[config.mk]
export PLATFORM = sky130hd
export DESIGN_NAME = xor_arbiter
export DESIGN_NICKNAME = d
export VERILOG_FILES = /design/src/rtl/xor_arb_pkg.sv /design/src/rtl/xor_unit.sv /design/src/rtl/xor_arbiter.sv
export SDC_FILE = /design/constraint.sdc
export NUM_CORES = 1
export LEC_CHECK = 0
export CORE_ASPECT_RATIO = 1.1
export CORE_MARGIN = 5
export CORE_UTILIZATION = 49
export DETAILED_ROUTE_END_ITERATION = 10
export PLACE_DENSITY = 0.92
export SETUP_SLACK_MARGIN = 0.3
export SLEW_MARGIN = 20
export SYNTH_ARGS = -nofsm -noshare
export SYNTH_HDL_FRONTEND = slang
export SYNTH_SLANG_ARGS = --single-unit
[constraint.sdc]
create_clock -name clk -period 3.6 [get_ports clk]
set_input_delay 0.72 -clock clk [delete_from_list [all_inputs] [get_ports clk]]
set_output_delay 0.72 -clock clk [all_outputs]
set_load 0.005 [all_outputs]
[src/rtl/xor_arb_pkg.sv]
// Shared types and defaults for the two-requester XOR arbiter.
// Latency: n/a (types, constants and a pure helper function only).
// Backpressure: n/a.
//
// Contents:
//   WIDTH_DEF / CNT_W_DEF : default operand width and op counter width
//   state_t               : FSM encoding IDLE=0, EXEC=1, DONE=2
//   REQ_0 / REQ_1         : requester identifiers as stored in the pointer
//   pick_winner()         : round-robin choice between the two requesters
package xor_arb_pkg;

  localparam int WIDTH_DEF = 8;
  localparam int CNT_W_DEF = 16;

  typedef enum logic [1:0] {
    IDLE = 2'd0,
    EXEC = 2'd1,
    DONE = 2'd2
  } state_t;

  localparam logic REQ_0 = 1'b0;
  localparam logic REQ_1 = 1'b1;

  // On a tie the requester that was not served last wins; a lone
  // requester wins regardless of the pointer. Only meaningful when at
  // least one request is present.
  function automatic logic pick_winner(input logic r0,
                                       input logic r1,
                                       input logic last_served);
    logic win;
    if (r0 && r1) begin
      win = ~last_served;
    end else if (r0) begin
      win = REQ_0;
    end else begin
      win = REQ_1;
    end
    return win;
  endfunction

endpackage

[src/rtl/xor_unit.sv]
// Combinational WIDTH-bit bitwise XOR datapath.
// Latency: 0 cycles (pure combinational).
// Backpressure: none; output follows the inputs.
//
// Ports:
//   a, b : operands
//   y    : a ^ b, full width, no carry or sign handling
module xor_unit #(
  parameter int WIDTH = 8
) (
  input  logic [WIDTH-1:0] a,
  input  logic [WIDTH-1:0] b,
  output logic [WIDTH-1:0] y
);

  assign y = a ^ b;

endmodule

[src/rtl/xor_arbiter.sv]
// Two-requester round-robin arbiter feeding one shared registered XOR unit.
// Latency: gnt one edge after req is sampled, done/result two edges after; one op per 3 cycles.
// Backpressure: req is sampled only in IDLE; requests during EXEC/DONE wait for the next IDLE.
//
// Ports:
//   clk, reset          : single clock, synchronous active-high reset
//   req0/req1           : level requests; drop them in the cycle gnt is seen
//   a0,b0 / a1,b1       : operands, latched on the edge that raises gnt
//   gnt0/gnt1           : one-cycle grant pulse to the winner
//   done0/done1         : one-cycle completion pulse to the winner
//   result              : registered a^b of the last served request
//   busy                : high whenever the FSM is not in IDLE
//   op_count            : completed operations, wraps silently
module xor_arbiter
  import xor_arb_pkg::*;
#(
  parameter int WIDTH = WIDTH_DEF,
  parameter int CNT_W = CNT_W_DEF
) (
  input  logic             clk,
  input  logic             reset,
  input  logic             req0,
  input  logic             req1,
  input  logic [WIDTH-1:0] a0,
  input  logic [WIDTH-1:0] b0,
  input  logic [WIDTH-1:0] a1,
  input  logic [WIDTH-1:0] b1,
  output logic             gnt0,
  output logic             gnt1,
  output logic             done0,
  output logic             done1,
  output logic [WIDTH-1:0] result,
  output logic             busy,
  output logic [CNT_W-1:0] op_count
);

  state_t           state_q;
  logic             win_q;    // requester being served in EXEC/DONE
  logic             last_q;   // requester served most recently
  logic [WIDTH-1:0] a_q;
  logic [WIDTH-1:0] b_q;

  logic             winner_c;
  logic [WIDTH-1:0] a_sel;
  logic [WIDTH-1:0] b_sel;
  logic [WIDTH-1:0] xor_y;

  // Winner and its operands are resolved combinationally so they can be
  // captured on the same edge that samples the requests.
  always_comb begin
    winner_c = pick_winner(req0, req1, last_q);
    a_sel    = (winner_c == REQ_1) ? a1 : a0;
    b_sel    = (winner_c == REQ_1) ? b1 : b0;
  end

  // Operates on the latched copies only, so operand changes after the
  // grant edge cannot leak into result.
  xor_unit #(
    .WIDTH (WIDTH)
  ) u_xor (
    .a (a_q),
    .b (b_q),
    .y (xor_y)
  );

  always_ff @(posedge clk) begin
    if (reset) begin
      state_q  <= IDLE;
      win_q    <= REQ_0;
      // Pointer parks on requester 1 so requester 0 takes the first tie.
      last_q   <= REQ_1;
      a_q      <= '0;
      b_q      <= '0;
      gnt0     <= 1'b0;
      gnt1     <= 1'b0;
      done0    <= 1'b0;
      done1    <= 1'b0;
      result   <= '0;
      busy     <= 1'b0;
      op_count <= '0;
    end else begin
      case (state_q)
        IDLE: begin
          done0 <= 1'b0;
          done1 <= 1'b0;
          if (req0 || req1) begin
            state_q <= EXEC;
            busy    <= 1'b1;
            win_q   <= winner_c;
            a_q     <= a_sel;
            b_q     <= b_sel;
            gnt0    <= (winner_c == REQ_0);
            gnt1    <= (winner_c == REQ_1);
          end else begin
            gnt0 <= 1'b0;
            gnt1 <= 1'b0;
          end
        end

        EXEC: begin
          gnt0    <= 1'b0;
          gnt1    <= 1'b0;
          result  <= xor_y;
          done0   <= (win_q == REQ_0);
          done1   <= (win_q == REQ_1);
          state_q <= DONE;
        end

        DONE: begin
          done0    <= 1'b0;
          done1    <= 1'b0;
          op_count <= op_count + CNT_W'(1);
          last_q   <= win_q;
          busy     <= 1'b0;
          state_q  <= IDLE;
        end

        default: begin
          // Unreachable encoding: fall back to a quiet IDLE.
          gnt0    <= 1'b0;
          gnt1    <= 1'b0;
          done0   <= 1'b0;
          done1   <= 1'b0;
          busy    <= 1'b0;
          state_q <= IDLE;
        end
      endcase
    end
  end

endmodule

==> out/qor.log, run 1 <==
[pwr] worst IR drop on VDD 0.309 mV
[place] worst slack after detailed placement 1190 ps
[clocking] Clock transition at path regs 90 ps
[sta] worst-case clock skew 7.99 ps
[synth] number of flip-flops and latches in the synthesized netlist 49
[drt] DRT iter0 DRCs 77
[synth] main combinational cell family by area after synthesis simple AND/OR/NAND/NOR gates
[sta] pins over their slew limit 0
[synth] multiplexer share of the synthesized area 8.24%
[clocking] Clock Latency Late Sink 300 ps
[synth] post-synthesis xor/xnor area fraction 6.78%
[setup_path] slowest stage cell, crit path sky130_fd_sc_hd__clkdlybuf4s50_1
[floorplan] Core Box Area 4020 sq um
[synth] largest cells by area after synthesis sky130_fd_sc_hd__dfxtp_1 47%, sky130_fd_sc_hd__a211oi_1 8.7%, sky130_fd_sc_hd__mux2i_1 8.2%
[place] placed wire-length estimate 3540 um
[floorplan] Std-Cell Rows 24
[global_route] overall global routing resource usage 17.0%
[drt] total wire length after detailed routing 4610 um
[clocking] CTS Sinks 49
[clocking] clock tree buffer depth 2
[clocking] clock buffers created by TritonCTS 5
[sta] final clock period utilization by the worst path 58.4%
[setup_path] maximum net fanout on the critical path 12
[cells_and_area] number of antenna repair diodes 0
[synth] cell taking the most area after synthesis sky130_fd_sc_hd__dfxtp_1
[clocking] count of hold-fix buffers inserted at cts 0
[setup_path] gate family responsible for the most delay along the worst path buffers and inverters
[cells_and_area] Fill cells 311
[clocking] clock tree root buffer cell sky130_fd_sc_hd__clkbuf_8
[global_route] vias in the first global route 1,676
[setup_path] required time of the critical path 3770 ps
[global_route] largest net degree at the start of global routing 49
[sta] final critical path time including I/O delays and setup 2100 ps
[setup_path] CP Class in -> reg
[synth] fraction of the mapped netlist area in adder cells 0.606%
[sta] Final WS setup 1500 ps
[synth] Post-Syn Nets 259
[setup_path] kind of launch point of the worst setup path input port
[cells_and_area] Post-layout nets 320
[drt] number of iterations in the first detailed-routing pass 4
[sta] Finish-stage setup viols 0
[synth] number of warning messages in the yosys log 0
[clocking] # H-tree levels 2
[synth] fraction of the mapped netlist area in simple logic gates 19.2%
[cells_and_area] layout overhead on the synthesized area 36.8%
[floorplan] Die Y-Extent 78.1 um
[place] number of I/O port buffers 64
[floorplan] Initial Util 51.3%
[synth] synthesized instance count 222
[global_route] grt ovf 0
[pwr] Static Leakage 1.06 nW
[setup_path] highest cell delay on the worst timing path 490 ps
[sta] total negative slack 0 ps
[synth] Netlist Area Pre-Place 2070 sq um
[hold_path] type of the worst min-delay path reg -> reg
[cells_and_area] storage element area 981 sq um
[synth] share of Yosys cell area claimed by the top area cell type 47.5%
[synth] fraction of the mapped netlist area in compound gates 14.5%
[clocking] number of gates resized after cts 0
[sta] Worst Max-Slew Pin Slew 486 ps
[pwr] Cell Pwr Density 391 nW/um^2
[floorplan] die footprint 5620 sq um
[setup_path] Worst setup EP type register
[sta] peak clock frequency supported by timing 476 MHz
[floorplan] Die Wd 71.9 um
[drt] routed length per instance 13.7 um
[floorplan] count of boundary I/O pins 65
[drt] detail-routed via count per cell 5.22
[drt] number of nets still failing antenna checks after routing 0
[drt] detailed-route DRC error count 0
[cells_and_area] share of post-route cells with drive strength above 1 5.63%
[global_route] global-route wire length before repair 7590 um
[synth] sequential share of the synthesized area 47.5%
[synth] syn_area_per_cell 9.31 sq um
[global_route] number of antenna violations at the first check in global routing 0
[clocking] post-CTS setup buffer count 0
[place] GPL Wtd Cong 0.769
[job] max cap viols 0
[synth] unique cell type count in the Yosys netlist 29
[drt] vias after detailed routing 1,753
[setup_path] Crit path arrival time 2270 ps
[setup_path] buffering stage count on the worst path with inverters included 3
[sta] RSZ-0062 raised after global routing no
[setup_path] ordered list of cells on the worst path clkdlybuf4s50_1 -> inv_1 -> o21ai_2 -> buf_4 -> mux2i_1 -> a211oi_1
[clocking] clock tree from TritonCTS done
[run_status] outcome finished clean
[cells_and_area] area taken by multi-input logic gates 1020 sq um
[sta] remaining max-slew budget at the tightest pin 67.6%
[sta] number of hold violations in the final report 0
routing by layer:
layer  vias to the layer above  GRT usage, %  part of all wire (%)
met5                         -             0                     0
met3                        14          4.09                   4.8
met4                         0          8.65                   3.1
met2                        44          28.1                    48
li1                        906             -                     -
met1                       789          20.4                    44
power by group:
group	internal (mW)	total, mW	switching, mW
sequential	0.580	0.608	0.0280
combinational	0.110	0.191	0.0807
clock	0.134	0.306	0.172
cell families after synthesis:
family,Yosys count
compound gates,46
xor+xnor,16
fa+ha+maj,1
buf+inv,15
flops,49
mux,17
simple gates,78
path summary, 6_finish.rpt:
| check | start | endpoint | slack (ps) | depth (start not counted) |
|---|---|---|---|---|
| worst max-delay path | req1 | b_q[5] | 1500 | 6 |
| worst min-delay path | busy | busy | 480 | 2 |
| worst max register to register | op_count[0] | op_count[12] | 1720 | 5 |
| worst min register to register | busy | busy | 480 | 2 |
final cells by class:
| cell class | count | area share [%] |
|---|---|---|
| clock inverters | 3 | 0.620 |
| well taps | 52 | 2.30 |
| clock buffers | 5 | 2.44 |
| inverters | 2 | 0.266 |
| flip-flops and latches | 49 | 34.7 |
| repair buffers | 67 | 23.5 |
| multi-input cells | 158 | 36.2 |
tightest hold or removal path: stages, from the launching register on:
cell and delay, ps:
sky130_fd_sc_hd__dfxtp_1 320, sky130_fd_sc_hd__nand2b_1 60, sky130_fd_sc_hd__a21oi_1 60
layout by cell type (no fill, tap or decap):
master,instances
sky130_fd_sc_hd__a21oi_1,10
sky130_fd_sc_hd__nand2_1,12
sky130_fd_sc_hd__nor3_1,5
sky130_fd_sc_hd__xor2_1,1
sky130_fd_sc_hd__and2_1,1
sky130_fd_sc_hd__mux2i_1,17
sky130_fd_sc_hd__nor4_1,2
sky130_fd_sc_hd__dfxtp_1,49
sky130_fd_sc_hd__or3_1,7
sky130_fd_sc_hd__clkinv_2,2
sky130_fd_sc_hd__o21ai_2,1
sky130_fd_sc_hd__nand3_1,3
sky130_fd_sc_hd__nand2b_1,2
sky130_fd_sc_hd__o21a_1,2
sky130_fd_sc_hd__nand4_1,2
sky130_fd_sc_hd__ha_1,1
sky130_fd_sc_hd__and2b_1,1
sky130_fd_sc_hd__or4_4,2
sky130_fd_sc_hd__nand3b_4,2
sky130_fd_sc_hd__a211oi_1,24
sky130_fd_sc_hd__nor2b_1,2
sky130_fd_sc_hd__clkbuf_8,5
sky130_fd_sc_hd__and3_1,1
sky130_fd_sc_hd__inv_1,2
sky130_fd_sc_hd__xnor2_1,15
sky130_fd_sc_hd__clkinvlp_4,1
sky130_fd_sc_hd__buf_4,3
sky130_fd_sc_hd__o21ai_0,8
sky130_fd_sc_hd__a211o_1,1
sky130_fd_sc_hd__clkdlybuf4s50_1,64
sky130_fd_sc_hd__nor2_1,36
Yosys cell counts:
master	instances
sky130_fd_sc_hd__dfxtp_1	49
sky130_fd_sc_hd__nor2_1	36
sky130_fd_sc_hd__a211oi_1	24
sky130_fd_sc_hd__mux2i_1	17
sky130_fd_sc_hd__xnor2_1	15
sky130_fd_sc_hd__nand2_1	12
sky130_fd_sc_hd__a21oi_1	10
sky130_fd_sc_hd__clkbuf_1	9
sky130_fd_sc_hd__o21ai_0	9
sky130_fd_sc_hd__or3_1	7
sky130_fd_sc_hd__nor3_1	5
sky130_fd_sc_hd__nand3_1	3
sky130_fd_sc_hd__buf_2	2
sky130_fd_sc_hd__inv_1	2
sky130_fd_sc_hd__nand2b_1	2
sky130_fd_sc_hd__nand3b_4	2
sky130_fd_sc_hd__nand4_1	2
sky130_fd_sc_hd__nor2b_1	2
sky130_fd_sc_hd__nor4_1	2
sky130_fd_sc_hd__o21a_1	2
sky130_fd_sc_hd__or4_4	2
sky130_fd_sc_hd__a211o_1	1
sky130_fd_sc_hd__and2_1	1
sky130_fd_sc_hd__and2b_1	1
sky130_fd_sc_hd__and3_1	1
sky130_fd_sc_hd__buf_1	1
sky130_fd_sc_hd__buf_6	1
sky130_fd_sc_hd__ha_1	1
sky130_fd_sc_hd__xor2_1	1
per-stage QoR:
step	power, mW	hold WS, ps	std cells	instance area, sq um	utilization (%)
after global placement	0.805	458	328	2740	68.1
final	1.11	476	336	2830	70.2
after floorplan	0.722	436	222	2070	-
after CTS	1.12	481	336	2830	70.2
after detailed placement	0.813	466	328	2740	68.1
after global routing	1.16	502	336	2830	70.2
sequential cells by signal (all words and copies together), names as in the netlist:
| register | count |
|---|---|
| b_q | 8 |
| result | 8 |
| gnt1 | 1 |
| a_q | 8 |
| last_q | 1 |
| win_q | 1 |
| op_count | 16 |
| done1 | 1 |
| busy | 1 |
| done0 | 1 |
| state_q | 2 |
| gnt0 | 1 |
No activity file was read; power rests on OpenSTA's default activity.
==> run 2, diff against run 1 <==
CORE_UTILIZATION = 46   (was 49)
PLACE_DENSITY = 0.87   (was 0.92)
clock period = 2 ns   (was 3.6 ns; I/O delays follow)
==> run 2 against run 1 <==
Via count up 2.9%. Combinational power up 94%. Global-route usage down 0.14 points. Sequential power up 79%. Utilization down 1.0 points. Critical path depth down 2. Setup slack worse by 1200 ps. Sequential cell count unchanged. Sequential share of layout area down 1.2 points. Die area up 5.6%. Critical path type is now reg -> reg. Register-to-register slack worse by 1400 ps.
==> out/qor.log, run 2 (synthesized netlist as in run 1, its figures left out) <==
[cells_and_area] number of antenna repair diodes 0 [unchanged]
[sta] final critical path time including I/O delays and setup 1680 ps
[global_route] grt ovf 0 [unchanged]
[pwr] Pint 1.67 mW [+100%]
[pwr] Cell Pwr Density 739 nW/um^2 [+89%]
[pwr] sum of internal, switching and leakage power 2.21 mW [+100%]
[cells_and_area] share of post-route cells with drive strength above 1 12.3% [+6.7 points]
[floorplan] Die Y-Extent 80.3 um [+2.8%]
[place] worst slack after detailed placement 208 ps [-986 ps]
[cells_and_area] Post-layout nets 328 [+2.5%]
[clocking] Clock Latency Late Sink 310 ps [about the same]
[clocking] # H-tree levels 2 [unchanged]
[cells_and_area] final cell count without fillers 346 [+3.0%]
[drt] DRT iter0 DRCs 124 [+61%]
[floorplan] count of boundary I/O pins 65 [unchanged]
[setup_path] buffering stage count on the worst path with inverters included 0 [-3]
[hold_path] terminating pin of the worst hold path gnt1
[pwr] worst IR drop on VDD 0.522 mV [+69%]
[drt] detailed-route DRC error count 0 [unchanged]
[place] placed standard-cell area 2790 sq um [+2.0%]
[clocking] clock tree from TritonCTS done
[hold_path] type of the worst min-delay path reg -> reg
[clocking] Clock transition at path regs 90 ps [about the same]
[floorplan] Die Wd 73.9 um [+2.8%]
[cells_and_area] max FFs per register 16 [unchanged]
[hold_path] Hold Path Origin gnt1
[place] number of I/O port buffers 64 [unchanged]
[cells_and_area] layout overhead on the synthesized area 44.6%
[floorplan] die footprint 5930 sq um [+5.6%]
[clocking] clock buffers created by TritonCTS 5 [unchanged]
[place] placed wire-length estimate 3560 um [+0.57%]
[run_status] outcome finished clean
[sta] final clock period utilization by the worst path 83.8%
[clocking] clock tree root buffer cell sky130_fd_sc_hd__clkbuf_8
[drt] number of iterations in the first detailed-routing pass 4 [unchanged]
[setup_path] maximum net fanout on the critical path 6 [-6]
[setup_path] slowest stage cell, crit path sky130_fd_sc_hd__or4_4
[pwr] switching share of power 24.4% [-0.98 points]
[global_route] global-route wire length before repair 7790 um [+2.6%]
[sta] RSZ-0062 raised after global routing no
[pwr] logic gate share of total power 16.8% [-0.5 points]
[sta] worst-case clock skew 9.55 ps [+1.56 ps]
[hold_path] hold path cells 2 [unchanged]
[setup_path] kind of launch point of the worst setup path register
[pwr] Clock Power Share 33.7% [+6.0 points]
[setup_path] startpoint of the worst register-to-register path state_q[0]
[drt] total wire length after detailed routing 4960 um [+7.7%]
[setup_path] Crit path arrival time 1920 ps [-350 ps]
[cells_and_area] Fill cells 339 [+9.0%]
[setup_path] highest cell delay on the worst timing path 550 ps [+60 ps]
[sta] remaining max-slew budget at the tightest pin 68.6% [+1.0 points]
[clocking] count of hold-fix buffers inserted at cts 0 [unchanged]
[sta] peak clock frequency supported by timing 596 MHz
[global_route] overall global routing resource usage 16.9% [-0.14 points]
[clocking] clock tree buffer depth 2 [unchanged]
[cells_and_area] commonest non-fill, non-tap cells in the layout 64 x sky130_fd_sc_hd__clkdlybuf4s50_1, 40 x sky130_fd_sc_hd__dfxtp_1, 36 x sky130_fd_sc_hd__nor2_1
[cells_and_area] final design area excluding fillers 2990 sq um [+5.7%]
[job] max cap viols 0 [unchanged]
[drt] vias after detailed routing 1,803 [+2.9%]
[clocking] CTS Sinks 49 [unchanged]
[sta] Final WS setup 323 ps [-1180 ps]
[global_route] largest net degree at the start of global routing 34 [-31%]
[place] Post-Place Cells 333 [+1.5%]
[drt] number of nets still failing antenna checks after routing 0 [unchanged]
[global_route] number of antenna violations at the first check in global routing 0 [unchanged]
[sta] pins over their slew limit 0 [unchanged]
[global_route] vias in the first global route 1,690 [+0.84%]
[setup_path] CP Class reg -> reg
[setup_path] gate family responsible for the most delay along the worst path simple AND/OR/NAND/NOR gates
[drt] detail-routed via count per cell 5.21 [-0.12%]
[floorplan] Std-Cell Rows 25 [+4.2%]
[setup_path] required time of the critical path 2250 ps [-1520 ps]
[sta] Finish-stage setup viols 0 [unchanged]
[sta] number of hold violations in the final report 0 [unchanged]
[pwr] part of the total power dissipated in sequential elements 49.5% [-5.5 points]
[setup_path] reg-to-reg critical path endpoint op_count[15]
[setup_path] ordered list of cells on the worst path nand3b_4 -> or4_4 -> or3_4 -> a21oi_2
[pwr] switching power 539 uW [+92%]
[setup_path] setup slack, reg-to-reg 320 ps [-1400 ps]
[floorplan] Core Box Area 4320 sq um [+7.3%]
[cells_and_area] most common cell after layout, fill and taps aside sky130_fd_sc_hd__clkdlybuf4s50_1
[sta] Worst Max-Slew Pin Slew 470 ps [-16.0 ps]
[drt] routed length per instance 14.3 um [+4.6%]
[setup_path] Worst setup EP type register
[cells_and_area] register with the most flip-flops op_count
[sta] Hold WS 493 ps [+16.9 ps]
[setup_path] Worst R2R Path Depth 4 [-1]
[cells_and_area] utilization after layout 69.2% [-1.0 points]
[pwr] Static Leakage 1.13 nW [+6.1%]
[sta] total negative slack 0 ps [unchanged]
[floorplan] Initial Util 47.9% [-3.5 points]
[place] GPL Wtd Cong 0.759 [-1.3%]
## run 2: changes by cell type in the layout (fill, tap and decap cells not counted), moves of 2 or more
| cell | delta |
|---|---|
| sky130_fd_sc_hd__buf_12 | +2 |
| sky130_fd_sc_hd__buf_4 | +6 |
| sky130_fd_sc_hd__clkinv_2 | -2 |
| sky130_fd_sc_hd__dfxtp_1 | -9 |
| sky130_fd_sc_hd__dfxtp_2 | +6 |
| sky130_fd_sc_hd__dfxtp_4 | +3 |
## run 2: cell type report
type	count	area (sq um)	share of cell area, %
multi-input combinational	158	1040	34.9
sequential	49	1000	33.5
timing repair buffer	75	748	25.1
clock buffer	6	82.6	2.76
tap	54	67.6	2.26
clock inverter	2	37.5	1.26
inverter	2	7.51	0.251
## run 2: how the worst max path moves through the flow
stage	slack, ps	cells after the start	from	to
2_1_floorplan	310	5	op_count[0]	op_count[12]
3_3_place_gp	260	5	op_count[1]	op_count[12]
3_5_place_dp	210	6	req1	a_q[0]
4_1_cts	320	1	op_count[7]	op_count[7]
5_1_grt	270	4	op_count[5]	op_count[15]
6_report	320	4	state_q[0]	op_count[15]
## run 2: repair_timing
action / 4_1_cts / 5_1_grt
setup buffers: 0 / 5
pin swaps: 1 / 1
setup endpoints to repair: 6 / 8
gates resized for setup: 3 / 10
## run 2: worst min-delay path, cell delays in order (launching register included)
cell and delay [ps]:
sky130_fd_sc_hd__dfxtp_1 340, sky130_fd_sc_hd__nand2_1 60, sky130_fd_sc_hd__a21oi_1 60
## run 2: power by group through the flow
stage / Combinational (mW) / Sequential, mW / Clock (mW)
6_report: 0.371 / 1.09 / 0.744
3_5_place_dp: 0.364 / 1.12 / 0
5_1_grt: 0.403 / 1.10 / 0.800
3_3_place_gp: 0.355 / 1.11 / 0
4_1_cts: 0.366 / 1.09 / 0.754
2_1_floorplan: 0.194 / 1.11 / 0
## run 2: per-layer routing
metal / GRT usage (%) / vias up / part of all wire, %
li1: - / 915 / -
met1: 21.7 / 844 / 44
met2: 26.2 / 34 / 49
met3: 4.26 / 10 / 5.0
met4: 7.61 / 0 / 2.3
met5: 0 / - / 0
==> run 3, diff against run 2 <==
clock period = 1.72 ns   (was 2 ns; I/O delays follow)
==> run 3 against run 2 <==
Critical path type unchanged. Clock skew fell by 1.5 ps. Largest cell class unchanged. Utilization grew 3.4 points. Global-route usage rose by 2.1 points. Fmax is 4.2% higher. Via count grew 5.9%. Highest routed layer unchanged. Die area stayed put. Non-clock buffer count increased by 8. Routed wire length increased by 15%.
==> out/qor.log, run 3 (synthesized netlist as in run 1, its figures left out) <==
[pwr] Static Leakage 1.38 nW [+22%]
[global_route] grt ovf 0 [unchanged]
[pwr] sum of internal, switching and leakage power 2.41 mW [+9.1%]
[job] max cap viols 0 [unchanged]
[floorplan] count of boundary I/O pins 65 [unchanged]
[run_status] outcome finished clean
[drt] detail-routed via count per cell 5.40 [+3.5%]
[global_route] GRT met2 Usage 30.6% [+4.3 points]
[sta] final critical path time including I/O delays and setup 1610 ps [-67.6 ps]
[setup_path] kind of launch point of the worst setup path register
[clocking] clock tree root buffer cell sky130_fd_sc_hd__clkbuf_8
[place] number of I/O port buffers 64 [unchanged]
[sta] number of hold violations in the final report 0 [unchanged]
[setup_path] required time of the critical path 1950 ps [-300 ps]
[clocking] # H-tree levels 2 [unchanged]
[drt] total wire length after detailed routing 5720 um [+15%]
[place] placed wire-length estimate 3560 um [+0.12%]
[sta] pins over their slew limit 0 [unchanged]
[floorplan] Std-Cell Rows 25 [unchanged]
[clocking] clock buffers created by TritonCTS 5 [unchanged]
[global_route] Most Used Layer, Global Route met2
[cells_and_area] share of post-route cells with drive strength above 1 20.3% [+8.0 points]
[global_route] number of antenna violations at the first check in global routing 0 [unchanged]
[setup_path] Crit path arrival time 1840 ps [-80 ps]
[place] GPL Wtd Cong 0.806 [+6.3%]
[drt] routed length per instance 16.2 um [+13%]
[clocking] clock tree buffer depth 2 [unchanged]
[setup_path] CP Class reg -> reg
[setup_path] Worst setup EP type register
[cells_and_area] final cell count without fillers 354 [+2.3%]
[drt] vias after detailed routing 1,910 [+5.9%]
[clocking] clock tree from TritonCTS done
[cells_and_area] commonest non-fill, non-tap cells in the layout 35 x sky130_fd_sc_hd__nor2_1, 35 x sky130_fd_sc_hd__clkdlybuf4s50_1, 26 x sky130_fd_sc_hd__dfxtp_1
[cells_and_area] number of antenna repair diodes 0 [unchanged]
[cells_and_area] max FFs per register 16 [unchanged]
[global_route] routing usage on met3 5.01% [+0.75 points]
[drt] detailed-route DRC error count 0 [unchanged]
[place] Post-Place Cells 333 [unchanged]
[setup_path] launching element of the worst setup path op_count[6]
[setup_path] startpoint of the worst register-to-register path op_count[6]
[global_route] global-route wire length before repair 8550 um [+9.7%]
[floorplan] Die Wd 73.9 um [unchanged]
[cells_and_area] Post-layout nets 336 [+2.4%]
[drt] number of nets still failing antenna checks after routing 0 [unchanged]
[hold_path] type of the worst min-delay path reg -> reg
[floorplan] Initial Util 47.9% [unchanged]
[clocking] count of hold-fix buffers inserted at cts 0 [unchanged]
[cells_and_area] layout overhead on the synthesized area 51.7%
[hold_path] Hold Path Origin busy
[pwr] Cell Pwr Density 768 nW/um^2 [+4.0%]
[floorplan] Core Box Area 4320 sq um [unchanged]
[clocking] Clock transition at path regs 80 ps [about the same]
[drt] DRT iter0 DRCs 126 [+1.6%]
[cells_and_area] Fill cells 314 [-7.4%]
[sta] Finish-stage setup viols 0 [unchanged]
[sta] RSZ-0062 raised after global routing yes
[global_route] met1 Usage GRT 23.2% [+1.6 points]
[sta] remaining max-slew budget at the tightest pin 74.6% [+6.0 points]
[sta] Worst Max-Slew Pin Slew 377 ps [-92.9 ps]
[sta] worst-case clock skew 8.00 ps [-1.54 ps]
[pwr] worst IR drop on VDD 0.516 mV [-1.1%]
[drt] number of iterations in the first detailed-routing pass 4 [unchanged]
[sta] Hold WS 471 ps [-21.8 ps]
[setup_path] maximum net fanout on the critical path 5 [-1]
[sta] peak clock frequency supported by timing 621 MHz [+4.2%]
[global_route] vias in the first global route 1,733 [+2.5%]
[cells_and_area] register with the most flip-flops op_count
[floorplan] Die Y-Extent 80.3 um [unchanged]
[sta] final clock period utilization by the worst path 93.5% [+9.7 points]
[global_route] overall global routing resource usage 19.0% [+2.1 points]
[clocking] Clock Latency Late Sink 300 ps [about the same]
[clocking] CTS Sinks 49 [unchanged]
[floorplan] die footprint 5930 sq um [unchanged]
[global_route] largest net degree at the start of global routing 49 [+44%]
-- run 3: per-layer routing --
| layer | up-vias | share of wire, % |
|---|---|---|
| met4 | 0 | 3.0 |
| met2 | 67 | 50 |
| met5 | - | 0 |
| met3 | 14 | 6.1 |
| met1 | 889 | 41 |
| li1 | 940 | - |
-- run 3: where the power goes --
part / total (mW) / switching [mW] / internal [mW] / leakage, nW
clock: 0.651 / 0.369 / 0.282 / 0.0450
sequential: 1.26 / 0.0572 / 1.21 / 0.415
combinational: 0.493 / 0.203 / 0.289 / 0.916
total: 2.41 / 0.629 / 1.78 / 1.38
-- run 3: worst max-delay path, stage by stage (launching register included) --
cell and delay [ps]:
sky130_fd_sc_hd__dfxtp_4 370, sky130_fd_sc_hd__nand4_1 100, sky130_fd_sc_hd__or4_4 580, sky130_fd_sc_hd__or3_1 360
sky130_fd_sc_hd__a21oi_1 140
-- run 3: final timing paths --
check                           slack, ps           end  cells after the start
worst max-delay path                  110  op_count[12]                      4
worst min-delay path                  470          busy                      2
worst max register to register        110  op_count[12]                      4
worst min register to register        470          busy                      2
-- run 3: timing repair --
item                                    4_1_cts  5_1_grt
endpoints found under the setup margin       39       35
pin swaps                                     4        5
buffers inserted                              6        3
gates resized for setup                      43       16
gates cloned                                  2        2
-- run 3: final cells by class --
cell class	count	area, sq um	area share (%)
Clock buffer	6	72.6	2.32
Clock inverter	2	10.0	0.319
Inverter	2	7.51	0.240
Multi-Input combinational cell	158	1070	34.1
Sequential cell	49	1030	32.9
Tap cell	54	67.6	2.16
Timing Repair Buffer	83	880	28.1
-- run 3: through the flow --
step                setup TNS, ps  utilization, %  cell area (sq um)  setup slack, ps
floorplan                       0               -               2090              175
global placement                0            65.6               2830             58.1
detailed placement          -5.30            65.6               2830            -5.30
CTS                             0            69.9               3020              106
global route                    0            72.6               3130             52.8
finish                          0            72.6               3130              111
==> RTL edit 1 (config.mk and constraints of run 3) <==
`WIDTH_DEF`: 8 -> 10.
--- a/src/rtl/xor_arb_pkg.sv
+++ b/src/rtl/xor_arb_pkg.sv
@@ -9,7 +9,7 @@
 //   pick_winner()         : round-robin choice between the two requesters
 package xor_arb_pkg;
 
-  localparam int WIDTH_DEF = 8;
+  localparam int WIDTH_DEF = 10;
   localparam int CNT_W_DEF = 16;
 
   typedef enum logic [1:0] {
Ports: changed (5 resized); port bits go from 65 to 75. The function was not compared with the original's and may differ.
==> RTL edit 1 against run 3 <==
Sequential power up 14%. Worst setup slack better by 120 ps. Sequential share of layout area down 1.0 points. Fmax up 8.0%. Sequential cell count up 6. Core utilization down 0.74 points. Cell count up 14%. Total power up 13%. Clock power up 8.1%. Area after synthesis up 14%. Wire length up 15%. Cell area up 15%. Largest power group unchanged.
==> RTL edit 1: results <==
metrics = {
    "run_status": {
        "status": "finished, final reports clean",
    },
    "detailed_routing": {
        "wl_mm": 6.59,
        "vias": 2150,
        "drtIter0Drc": 105,
        "wl_per_cell_um": 16.3,
    },
    "synthesis": {
        "synth-seq-area-share_pct": 46.8,
        "synthAdderAreaFrac_pct": 0.532,
        "post_synth_num_cell_types": 35,
        "synth_xor_area_share_pct": 7.81,
    },
    "placed_design": {
        "dpl_worst_slack_ps": -12.6,
        "portBuffers": 74,
        "dp_cells": 370,
    },
    "floorplanning": {
        "chipWidth_um": 78.2,
    },
    "global_routing": {
        "grt_pass1_vias": 2114,
        "grt_max_degree": 42,
        "grt_pass1_wl_mm": 9.52,
    },
    "finish": {
        "seq_area_um2": 1140,
        "seq_cells": 55,
        "syn2layout_area_growth_pct": 52.7,
        "nNetsFinal": 390,
        "multi_input_area_share_pct": 34.7,
    },
    "setup_path": {
        "slowest_stage": "dfxtp_2",
        "crit_path_max_incr_delay_ps": 350,
        "critical_path.startpoint": "state_q[0]$_SDFFE_PP0P_",
        "cp_max_fo": 4,
        "crit_arrival_ps": 1700,
    },
    "pwr": {
        "ir_worst_vdd_v": 0.000512,
        "p_leak_nw": 1.60,
    },
    "cts": {
        "post_cts.repair.setup_buffers": 20,
        "ctsResizeCount": 59,
    },
    "sta": {
        "fin_worst_skew_ps": 7.06,
        "slew_headroom_pct": 72.8,
    },
    "worst_hold_path": {
        "min_path_type": "input pin to register",
    },
}
[RTL edit 1: worst min-delay path by stage]
stage | startpoint | endpoint | slack, ps
CTS | reset | op_count[10]$_SDFFE_PP0N_ | 430
floorplan | state_q[0]$_SDFFE_PP0P_ | gnt0$_SDFFE_PP0P_ | 430
finish | reset | op_count[10]$_SDFFE_PP0N_ | 440
global route | reset | op_count[5]$_SDFFE_PP0N_ | 450
detailed placement | state_q[0]$_SDFFE_PP0P_ | gnt0$_SDFFE_PP0P_ | 470
global placement | gnt1$_SDFFE_PP0P_ | gnt1$_SDFFE_PP0P_ | 460
[RTL edit 1: layer usage]
metal / part of all wire [%] / routed length [um] / global-route usage (%)
met4: 2.8 / 186 / 7.95
met2: 51 / 3390 / 31.5
met3: 4.4 / 288 / 3.61
met5: 0 / 0 / 0
met1: 41 / 2720 / 20.3
[RTL edit 1: power by group]
part           internal, W  leakage [nW]  switching, W
clock             0.000286        0.0412      0.000418
combinational     0.000319          1.09      0.000254
sequential         0.00137         0.466     0.0000677
==> RTL edit 2 (settings of run 3) <==
Made on the original files. Re-encode `state_t` (3 states) as one-hot, 3 bits wide.
--- a/src/rtl/xor_arb_pkg.sv
+++ b/src/rtl/xor_arb_pkg.sv
@@ -12,10 +12,10 @@
   localparam int WIDTH_DEF = 8;
   localparam int CNT_W_DEF = 16;
 
-  typedef enum logic [1:0] {
-    IDLE = 2'd0,
-    EXEC = 2'd1,
-    DONE = 2'd2
+  typedef enum logic [2:0] {
+    IDLE = 3'b001,
+    EXEC = 3'b010,
+    DONE = 3'b100
   } state_t;
 
   localparam logic REQ_0 = 1'b0;
Check against the original RTL: same outputs for any inputs over 10 cycles, from zero or initial values and one cycle with reset high; not proved beyond that.
==> RTL edit 2 against run 3 <==
Synthesized cell count increased by 2.7%. First-iteration DRC count increased by 52%. Critical path depth unchanged. Sequential cell count increased by 1. Wire length increased by 47%. Clock power increased by 33%. Sequential power increased by 5%. Worst hold slack improved by 29 ps. Total power increased by 23%. Sequential share of layout area decreased by 5.0 points. Worst setup slack improved by 19 ps. Area after synthesis increased by 3.9%. Cell area increased by 20%. Critical path type unchanged.
==> RTL edit 2: results <==
metrics = {
    "run_status": {
        "status": "finished, final reports clean",
    },
    "synthesis": {
        "synth_compound_area_share_pct": 12.8,
        "post_synth_num_cell_types": 38,
        "yosys-top-cells-count": "dfxtp_1, nor2_1, a211oi_1",
        "synth_area_leaders": "dfxtp_1, a211oi_1, mux2i_1",
        "synth.mux.area_fraction_pct": 7.93,
    },
    "pwr": {
        "ir_worst_vdd_v": 0.000524,
        "power_frac_clock_pct": 29.4,
    },
    "detailed_routing": {
        "avgViaCountPerCell": 5.82,
        "drtIter0Drc": 192,
        "wl_per_cell_um": 21.3,
    },
    "global_routing": {
        "grt_pass1_vias": 2192,
        "grt_pass1_wl_mm": 10.6,
        "grt_util_met2_pct": 42.6,
    },
    "finish": {
        "fin_cells": 395,
        "nNetsFinal": 375,
    },
    "placed_design": {
        "placed_area_um2": 3000,
        "dpl_worst_slack_ps": -79.5,
    },
    "worst_hold_path": {
        "holdPathEnd": "gnt1$_SDFFE_PP0P_",
        "hold_path.startpoint": "gnt1$_SDFFE_PP0P_",
    },
    "setup_path": {
        "crit_path_max_incr_delay_ps": 410,
        "cp-endpoint": "op_count[15]$_SDFFE_PP0N_",
        "r2r_start": "state_q[0]$_SDFFE_PP1P_",
        "reg2reg_setup_slack_ps": 130,
    },
    "sta": {
        "whs_ps": 500,
        "fin_worst_skew_ps": 7.52,
    },
    "cts": {
        "clkSlewWorstSetupHoldPaths_ps": 100,
        "post_cts.repair.setup_buffers": 20,
        "ctsResizeCount": 82,
    },
}
## RTL edit 2: changes by cell type after synthesis, sizes merged, moves of 2 or more
cell / run 3 / this run
or3: 7 / 5
clkbuf: 9 / 7
o21ai: 9 / 6
xnor2: 15 / 12
a21oi: 10 / 8
and4: 0 / 2
nand3b: 2 / 0
o21a: 2 / 0
nor2: 36 / 39
buf: 4 / 6
nand2: 12 / 8
nand4: 2 / 5
nor2b: 2 / 4
xor2: 1 / 6
## RTL edit 2: layer usage
metal | vias up | wire [um]
met2 | 125 | 4350
met1 | 1097 | 3130
met5 | - | 0
li1 | 1029 | -
met4 | 0 | 453
met3 | 48 | 483
## RTL edit 2: layout make-up
cell class / instances / area [um2]
Clock inverter: 3 / 40.0
Inverter: 2 / 7.51
Sequential cell: 50 / 1040
Fill cell: 239 / 840
Multi-Input combinational cell: 163 / 1390
Clock buffer: 5 / 68.8
Tap cell: 56 / 70.1
Timing Repair Buffer: 116 / 1130
